`config.mk`:
```
export PLATFORM = sky130hd
export DESIGN_NAME = logs_r_sequencer
export DESIGN_NICKNAME = d
export VERILOG_FILES = /design/src/rtl/logs_pkg.sv /design/src/rtl/logs_r_stepper.sv /design/src/rtl/logs_r_sequencer.sv
export SDC_FILE = /design/constraint.sdc
export NUM_CORES = 1
export LEC_CHECK = 0
export CORE_MARGIN = 2
export CORE_UTILIZATION = 30
export DETAILED_ROUTE_END_ITERATION = 12
export PLACE_DENSITY = 0.52
export SLEW_MARGIN = 5
export SYNTH_ARGS = -nofsm -noshare
export SYNTH_HDL_FRONTEND = slang
export SYNTH_HIERARCHICAL = 1
export SYNTH_SLANG_ARGS = --single-unit
```
`constraint.sdc`:
```
create_clock -name clk -period 5.7 [get_ports clk]
set_input_delay 0.57 -clock clk [delete_from_list [all_inputs] [get_ports clk]]
set_output_delay 0.57 -clock clk [all_outputs]
set_load 0.01 [all_outputs]
```
`src/rtl/logs_pkg.sv`:
```
// Shared definitions for the logistic-map r sequencer.
// Contents:
//   FRAC_DEF, R_MIN_DEF, R_MAX_DEF : default fixed-point width and sweep bounds
//   mode_e                         : sweep mode encodings (sweep-up-wrap, ping-pong, hold, manual)
//   state_e                        : sequencer FSM state encodings (SETTLE, PLAY)
package logs_pkg;

  localparam int FRAC_DEF  = 8;
  localparam int R_MIN_DEF = 'h110;  // r = 1.0625 in 2.8 format
  localparam int R_MAX_DEF = 'h3FF;  // largest 2.8 value below 4.0

  typedef enum logic [1:0] {
    MODE_UP   = 2'b00,
    MODE_PP   = 2'b01,
    MODE_HOLD = 2'b10,
    MODE_MAN  = 2'b11
  } mode_e;

  typedef enum logic {
    ST_SETTLE = 1'b0,
    ST_PLAY   = 1'b1
  } state_e;

endpackage

```
`src/rtl/logs_r_stepper.sv`:
```
// Combinational next-r calculator for the logistic-map sequencer.
// Ports:
//   r        in  FRAC+2  current growth parameter (2.FRAC)
//   dir      in  1       ping-pong direction, 0 = up, 1 = down
//   mode     in  2       sweep mode (logs_pkg::mode_e encoding)
//   r_next   out FRAC+2  r to load on the next update
//   dir_next out 1       direction to load on the next update
module logs_r_stepper
  import logs_pkg::*;
#(
  parameter int FRAC        = FRAC_DEF,
  parameter int R_MIN       = R_MIN_DEF,
  parameter int R_MAX       = R_MAX_DEF,
  parameter int STEP_COARSE = 4,
  parameter int STEP_FINE   = 1
) (
  input  logic [FRAC+1:0] r,
  input  logic            dir,
  input  logic [1:0]      mode,
  output logic [FRAC+1:0] r_next,
  output logic            dir_next
);

  // One extra bit above r so r+s can exceed R_MAX without wrapping.
  localparam int W = FRAC + 3;
  localparam logic [W-1:0] RMIN_W = W'(R_MIN);
  localparam logic [W-1:0] RMAX_W = W'(R_MAX);
  localparam logic [W-1:0] SC_W   = W'(STEP_COARSE);
  localparam logic [W-1:0] SF_W   = W'(STEP_FINE);

  logic [W-1:0] r_w, s_w, up_w, dn_w;

  always_comb begin
    r_w      = {1'b0, r};
    // Fine steps once the integer part of r reaches 3 (chaotic region).
    s_w      = (r[FRAC+1:FRAC] < 2'b11) ? SC_W : SF_W;
    up_w     = r_w + s_w;
    dn_w     = r_w - s_w;
    r_next   = r;
    dir_next = dir;
    case (mode)
      MODE_UP, MODE_MAN: begin
        r_next = (up_w > RMAX_W) ? RMIN_W[FRAC+1:0] : up_w[FRAC+1:0];
      end
      MODE_PP: begin
        if (!dir) begin
          if (up_w > RMAX_W) begin
            dir_next = 1'b1;
            r_next   = dn_w[FRAC+1:0];
          end else begin
            r_next   = up_w[FRAC+1:0];
          end
        end else begin
          // r - s < R_MIN rewritten as r < R_MIN + s to avoid underflow.
          if (r_w < RMIN_W + s_w) begin
            dir_next = 1'b0;
            r_next   = up_w[FRAC+1:0];
          end else begin
            r_next   = dn_w[FRAC+1:0];
          end
        end
      end
      default: ;
    endcase
  end

endmodule

```
`src/rtl/logs_r_sequencer.sv`:
```
// Scheduler for the logistic-map sonifier: owns r, sweeps it by mode, discards
// transient x samples after every r change, then writes accepted x values
// round-robin into the oscillator frequency registers.
// Ports:
//   clk, rst_n          clock, synchronous active-low reset
//   x_ready, x          new map value pulse and value
//   mode                00 sweep-up-wrap, 01 ping-pong, 10 hold, 11 manual
//   step_req            manual r advance pulse (mode 11 only)
//   r                   current growth parameter (2.FRAC)
//   r_changed           pulse in the cycle r takes a new value
//   settling            high while transient samples are being discarded
//   wr_en, wr_idx, wr_x frequency register write port (latency 1 from x_ready)
module logs_r_sequencer
  import logs_pkg::*;
#(
  parameter int FRAC        = FRAC_DEF,
  parameter int N_OSC       = 4,
  parameter int DWELL       = 1000,
  parameter int SETTLE      = 64,
  parameter int R_MIN       = R_MIN_DEF,
  parameter int R_MAX       = R_MAX_DEF,
  parameter int STEP_COARSE = 4,
  parameter int STEP_FINE   = 1
) (
  input  logic                     clk,
  input  logic                     rst_n,
  input  logic                     x_ready,
  input  logic [FRAC-1:0]          x,
  input  logic [1:0]               mode,
  input  logic                     step_req,
  output logic [FRAC+1:0]          r,
  output logic                     r_changed,
  output logic                     settling,
  output logic                     wr_en,
  output logic [$clog2(N_OSC)-1:0] wr_idx,
  output logic [FRAC-1:0]          wr_x
);

  localparam int IDX_W = $clog2(N_OSC);
  localparam int SET_W = $clog2(SETTLE + 1);
  localparam int DWL_W = $clog2(DWELL + 1);
  localparam logic [IDX_W-1:0] IDX_LAST = IDX_W'(N_OSC - 1);
  localparam logic [SET_W-1:0] SET_LAST = SET_W'(SETTLE - 1);
  localparam logic [DWL_W-1:0] DWL_LAST = DWL_W'(DWELL - 1);

  state_e            state;
  logic              dir;
  logic [SET_W-1:0]  settle_cnt;
  logic [DWL_W-1:0]  dwell_cnt;
  logic [IDX_W-1:0]  idx;
  logic [FRAC+1:0]   r_next;
  logic              dir_next;
  logic              man_step;
  logic              auto_step;

  logs_r_stepper #(
    .FRAC        (FRAC),
    .R_MIN       (R_MIN),
    .R_MAX       (R_MAX),
    .STEP_COARSE (STEP_COARSE),
    .STEP_FINE   (STEP_FINE)
  ) u_stepper (
    .r        (r),
    .dir      (dir),
    .mode     (mode),
    .r_next   (r_next),
    .dir_next (dir_next)
  );

  // A manual step pre-empts any coincident x sample.
  assign man_step  = (mode == MODE_MAN) && step_req;
  assign auto_step = (mode == MODE_UP) || (mode == MODE_PP);

  always_ff @(posedge clk) begin
    if (!rst_n) begin
      state      <= ST_SETTLE;
      r          <= (FRAC+2)'(R_MIN);
      dir        <= 1'b0;
      settle_cnt <= '0;
      dwell_cnt  <= '0;
      idx        <= '0;
      r_changed  <= 1'b0;
      settling   <= 1'b1;
      wr_en      <= 1'b0;
      wr_idx     <= '0;
      wr_x       <= '0;
    end else begin
      wr_en     <= 1'b0;
      r_changed <= 1'b0;
      if (man_step) begin
        r          <= r_next;
        dir        <= dir_next;
        r_changed  <= 1'b1;
        state      <= ST_SETTLE;
        settling   <= 1'b1;
        settle_cnt <= '0;
        dwell_cnt  <= '0;
      end else if (x_ready) begin
        if (state == ST_SETTLE) begin
          if (settle_cnt == SET_LAST) begin
            state      <= ST_PLAY;
            settling   <= 1'b0;
            settle_cnt <= '0;
            dwell_cnt  <= '0;
          end else begin
            settle_cnt <= settle_cnt + 1'b1;
          end
        end else begin
          wr_en  <= 1'b1;
          wr_x   <= x;
          wr_idx <= idx;
          idx    <= (idx == IDX_LAST) ? '0 : idx + 1'b1;
          if (dwell_cnt == DWL_LAST) begin
            dwell_cnt <= '0;
            // Hold and manual modes keep playing the same r.
            if (auto_step) begin
              r          <= r_next;
              dir        <= dir_next;
              r_changed  <= 1'b1;
              state      <= ST_SETTLE;
              settling   <= 1'b1;
              settle_cnt <= '0;
            end
          end else begin
            dwell_cnt <= dwell_cnt + 1'b1;
          end
        end
      end
    end
  end

endmodule

```
==> results of run 1 <==
## synth_stat cells (5+ instances only)
cell type  number  area [µm²]
nand2_1        61         229
dfxtp_1        44         881
nor2_1         37         139
nand3_1        24         120
o21ai_0        18        90.1
a21oi_1        15        75.1
xor2_1         13         114
a21boi_0       11        82.6
nor3_1         10        50.1
clkbuf_1        9        33.8
ha_1            9         113
inv_1           9        33.8
buf_2           8        40.0
mux2i_1         5        50.1
## routing by layer
layer	wire (µm)	part of all wire
met1	3260	0.47
met2	3340	0.48
met3	301	0.043
met4	34	0.0049
met5	0	0
## path summary, 6_finish.rpt
check                                to  cells past startpoint             startpoint
setup / recovery      r[7]$_SDFFE_PN0P_                     10      r[8]$_SDFFE_PN1P_
hold reg to reg   settling$_SDFFE_PP1P_                      2  settling$_SDFFE_PP1P_
hold / removal    settling$_SDFFE_PP1P_                      2  settling$_SDFFE_PP1P_
setup reg to reg      r[7]$_SDFFE_PN0P_                     10      r[8]$_SDFFE_PN1P_
## cells in the final DEF (no fill, tap or decap), types with 2 or more instances in the layout
master	netlist	routed
dfxtp_1	44	44
or3_1	2	2
o22ai_1	2	2
and2_1	4	4
mux2i_1	5	5
a21boi_0	11	11
o31ai_1	3	3
xor2_1	13	13
o31a_1	2	2
ha_1	9	9
clkdlybuf4s50_1	0	36
o21ai_0	18	18
nand2_1	61	61
clkbuf_8	0	5
nand2b_1	2	2
inv_1	9	9
o221ai_1	3	3
a22oi_1	2	2
buf_4	0	2
a21oi_1	15	15
a31oi_1	4	4
or4_4	2	2
xnor2_1	4	4
nor4_1	4	4
nand3_1	24	24
clkbuf_1	9	2
nand4_1	3	3
o211ai_1	3	3
a211o_1	4	4
and3_1	4	4
nor2_1	37	37
nor3_1	10	10
nand3b_1	4	4
nor2b_1	4	4
## registers in the layout, indices dropped and copies added (netlist names)
name	count
settling	1
wr_idx	2
dir	1
settle_cnt	7
idx	2
r_changed	1
state	1
r	10
wr_x	8
dwell_cnt	10
wr_en	1
## layout make-up
type / instances / area [µm²]
Multi-Input combinational cell: 284 / 1710
Fill cell: 930 / 5590
Clock buffer: 7 / 76.3
Inverter: 9 / 33.8
Sequential cell: 44 / 881
Tap cell: 108 / 135
Clock inverter: 1 / 8.76
Timing Repair Buffer: 38 / 375
## critical path: stages (launching register included)
cell	delay (ns)
dfxtp_1	0.65
nand2_2	0.22
ha_1	0.43
a21oi_1	0.13
or4_4	0.54
nand3_1	0.22
mux2i_1	0.24
o31ai_1	0.08
a211o_1	0.31
nand3_1	0.06
o21ai_0	0.07
## through the flow
step / cells / setup slack [ns] / hold slack, ns
finish: 491 / 2.63 / 0.463
CTS: 491 / 2.68 / 0.465
detailed placement: 483 / 2.67 / 0.442
floorplan: 358 / 3.08 / 0.458
global route: 491 / 2.47 / 0.484
global placement: 483 / 2.69 / 0.441
## logic make-up after synthesis
logic type / after synthesis
flip-flops: 44
multiplexers: 5
buffers and inverters: 30
XOR/XNOR: 17
AO/OA/AOI/OAI: 81
adder cells (fa/ha/maj): 9
AND/OR/NAND/NOR: 172
## power by group through the flow
stage | Sequential [µW] | Clock (µW) | Combinational [µW]
after floorplan | 319 | 0 | 39.7
after global placement | 320 | 0 | 58.8
after detailed placement | 320 | 0 | 58.5
after CTS | 313 | 209 | 58.8
after global routing | 314 | 221 | 64.8
final | 313 | 198 | 58.9
==> results by group, run 1 <==
Power
  • Leak: 0.00112 µW
  • Switching Share: 0.258
  • Pwr/cell area: 177 nW/µm²
  • Peak supply drop: 0.0760 mV
  • Clock power frac: 0.348
  • Comb pwr share: 0.103
  • NetSw: 147 µW
  • Sequential share of power: 0.549
  • Pwr Total: 570 µW
  • Internal power: 423 µW

Logic synthesis
  • Post-Synth Adder-Cell Area: 0.0410
  • Number of synthesized register bits: 44
  • Number of synthesis warnings: 6
  • Post-synthesis mux area share: 0.0182
  • Syn_area_per_cell: 7.67 µm²
  • Simple-gate share of the synthesized area: 0.308
  • Post-synth cell types: 59
  • Cells after synthesis: 358
  • EDFF count, synth: 0
  • Mapped Area: 2750 µm²
  • Top FF cell, synth: dfxtp_1
  • Largest family of logic cells by synthesized area: simple AND/OR/NAND/NOR gates
  • Sequential fraction of the synthesis area: 0.321
  • Synth async-reset ratio: 0
  • Post-synth net total: 381
  • Xor/xnor share of the synthesized area: 0.0542
  • Compound-Gate Fraction of Synth Area: 0.201

STA
  • Fin crit period: 3.07 ns
  • Fin crit share: 0.538
  • Final setup TNS: 0 ns
  • Fmax: 0.326 GHz
  • Least-Margin Pin Slew: 0.841 ns
  • Max Clock Skew: 0.00177 ns
  • Pins Over Slew Limit: 0
  • Relative max-transition margin: 0.438
  • Unrepaired setup endpoints after global routing: no
  • Finish-stage setup viols: 0
  • Fin. Hold Viols: 0

Critical path
  • Crit Path Class: reg -> reg
  • Arrival time worst endpoint: 3.25 ns
  • Setup crit start kind: register
  • CP Data Required Time: 5.88 ns
  • Slack of the worst reg-to-reg path: 2.63 ns
  • Setup crit end kind: register
  • CP max FO: 16

Route
  • Starting DRT DRC Count: 171
  • WL per Instance: 14.1 µm
  • Drc violations: 0
  • 1st-pass router iterations: 4
  • Via count: 2585
  • Vias/cell: 5.26
  • Final WL: 6940 µm
  • Final ANT Viol Nets: 0

Die
  • Core Area: 8810 µm²
  • Placement Rows: 34
  • Die Area: 9930 µm²
  • Die height: 99.7 µm
  • DIE WIDTH: 99.7 µm
  • Initial Util: 0.312
  • IO Pins: 37

Finish
  • Nets: 405
  • Layout cells sized above 1: 0.0470
  • N_diodes: 0
  • Finished Cell Area: 3220 µm²
  • Layout area overhead: 17.2%
  • Fin util: 0.365

CTS
  • Root Buffer: clkbuf_8
  • TritonCTS sink count: 44
  • Skew-Pair Late Insertion Delay: 0.30 ns
  • CTS buffer count: 5
  • Clock Pin Slew Worst Setup and Hold Paths: 0.08 ns
  • TritonCTS clock tree: built
  • Resized cells post-CTS: 0
  • Hold Buf Count CTS: 0
  • CTS H-tree depth: 2
  • Clock tree buffer depth: 2
  • Setup Buffers After CTS: 0

Global route
  • Grt total ovfl: 0
  • Global-route wire length before repair: 11500 µm
  • Gr usage total: 0.143
  • Met3 GRT Util: 0.0330
  • Vias in the first global route: 2290
  • GRT met2 Usage: 0.233
  • Busiest grt layer: met2
  • Antenna violations before repair: 0
  • Largest net degree at the start of global routing: 36
  • Routing usage on met1: 0.193

Worst hold path
  • Min-delay worst type: reg -> reg

Placed design
  • Routability cong.: 0.983
  • HPWL after DPL: 4960 µm
  • Port Buffers: 36
  • DP Area: 3130 µm²

Run
  • Max-cap violations: 0

Run status
  • Status: complete, no violations
No activity file was read; power rests on OpenSTA's default activity.
==> run 2: changes to the inputs <==
- clock period: 5.7 -> 3 ns (I/O delays scaled with it)
==> results by group, run 2 (synthesis results as in run 1) <==
CTS
  • TritonCTS clock tree: built
  • Hold Buf Count CTS: 0
  • CTS buffer count: 5
  • Clock tree buffer depth: 2
  • Resized cells post-CTS: 0
  • Root Buffer: clkbuf_8
  • Skew-Pair Late Insertion Delay: 0.29 ns
  • Clock Pin Slew Worst Setup and Hold Paths: 0.09 ns
  • Setup Buffers After CTS: 0
  • CTS H-tree depth: 2
  • TritonCTS sink count: 44

Critical path
  • Setup crit start kind: register
  • CP Data Required Time: 3.18 ns
  • Arrival time worst endpoint: 2.83 ns
  • CP max FO: 7
  • Setup crit end kind: register
  • Crit Path Class: reg -> reg
  • Reg2Reg Depth: 10

Global route
  • Grt total ovfl: 0
  • Antenna violations before repair: 0
  • Vias in the first global route: 2384
  • Largest net degree at the start of global routing: 35
  • Gr usage total: 0.146
  • Global-route wire length before repair: 11900 µm

STA
  • Relative max-transition margin: 0.457
  • Fin crit period: 2.64 ns
  • Unrepaired setup endpoints after global routing: no
  • Final setup TNS: 0 ns
  • Fmax: 0.378 GHz
  • Max Clock Skew: 0.00412 ns
  • Fin. Hold Viols: 0
  • Fin crit share: 0.882
  • Least-Margin Pin Slew: 0.813 ns
  • Pins Over Slew Limit: 0
  • Finish-stage setup viols: 0

Route
  • Vias/cell: 5.28
  • Starting DRT DRC Count: 128
  • Via count: 2635
  • 1st-pass router iterations: 4
  • WL per Instance: 14.1 µm
  • Drc violations: 0
  • Final ANT Viol Nets: 0
  • Final WL: 7040 µm

Die
  • DIE WIDTH: 99.7 µm
  • Initial Util: 0.312
  • Die height: 99.7 µm
  • Core Area: 8810 µm²
  • Die Area: 9930 µm²
  • IO Pins: 37
  • Placement Rows: 34

Run status
  • Status: complete, no violations

Power
  • Pwr Total: 1170 µW
  • Pwr/cell area: 355 nW/µm²
  • Leak: 0.00118 µW
  • Peak supply drop: 0.192 mV

Worst hold path
  • Min-delay worst type: reg -> reg
  • Hold path cells: 2

Finish
  • Layout cells sized above 1: 0.0691
  • Layout area overhead: 20.2%
  • Number of fill cells: 931
  • Multi-input gate area: 1710 µm²
  • Reg area: 881 µm²
  • Post-Layout Cell Count: 499
  • Largest regs: dwell_cnt x10, r x10, wr_x x8
  • Most frequent cells in the layout: 61 x nand2_1, 44 x dfxtp_1, 37 x nor2_1
  • Nets: 413
  • N_diodes: 0
  • Commonest non-fill, non-tap cell in the layout: nand2_1

Run
  • Max-cap violations: 0

Placed design
  • HPWL after DPL: 5100 µm
  • # placed instances: 491
  • Port Buffers: 36
  • Routability cong.: 0.880
run 2: layer usage:
metal	wire length, µm	up-vias	track usage
met5	0	-	0
met4	110	0	0.0516
met3	370	11	0.0267
met2	3190	71	0.228
met1	3360	1231	0.201
li1	-	1322	-
run 2: area by class of cell:
cell class                      count  area share
Sequential cell                    44       0.267
Clock buffer                        6      0.0220
Inverter                            9      0.0102
Timing Repair Buffer               46       0.132
Clock inverter                      2      0.0106
Tap cell                          108      0.0409
Multi-Input combinational cell    284       0.517
run 2: power breakdown:
part           switching [µW]  total, µW  internal (µW)
Sequential               4.51        592            588
Combinational            66.7        119           52.1
Clock                     212        460            248
Total                     284       1170            887
run 2: worst max-delay path: stages, from the launching register on:
cell and delay (ns):
dfxtp_1 0.39, nand2_2 0.14, ha_1 0.39, a21oi_1 0.12
or4_4 0.54, nand3_1 0.22, mux2i_1 0.23, o31ai_1 0.08
a211o_1 0.29, nand3_1 0.06, o21ai_0 0.08
run 2: path summary, 6_finish.rpt:
| path | start | endpoint | slack (ns) |
|---|---|---|---|
| setup / recovery | r[8]$_SDFFE_PN1P_ | r[7]$_SDFFE_PN0P_ | 0.36 |
| hold / removal | settling$_SDFFE_PP1P_ | settling$_SDFFE_PP1P_ | 0.46 |
| setup reg to reg | r[8]$_SDFFE_PN1P_ | r[7]$_SDFFE_PN0P_ | 0.36 |
| hold reg to reg | settling$_SDFFE_PP1P_ | settling$_SDFFE_PP1P_ | 0.46 |
run 2: metrics by stage:
stage           util  hold slack, ns  instance area (µm²)  setup slack [ns]
5_1_grt        0.375           0.486                 3300             0.181
3_3_place_gp   0.363           0.445                 3190             0.489
6_report       0.375           0.462                 3300             0.355
3_5_place_dp   0.363           0.440                 3190             0.401
4_1_cts        0.375           0.464                 3300             0.386
2_1_floorplan      -           0.445                 2750             0.379
==> run 3: changes to the inputs <==
==> constraint.sdc (replaced) <==
create_clock -name clk -period 3 [get_ports clk]
set_input_delay 0.3 -clock clk [delete_from_list [all_inputs] [get_ports clk]]
set_output_delay 0.3 -clock clk [all_outputs]
set_load 0.02 [all_outputs]
==> results of run 3 <==
Same layout as run 2 (identical final DEF). Status: complete, no violations.
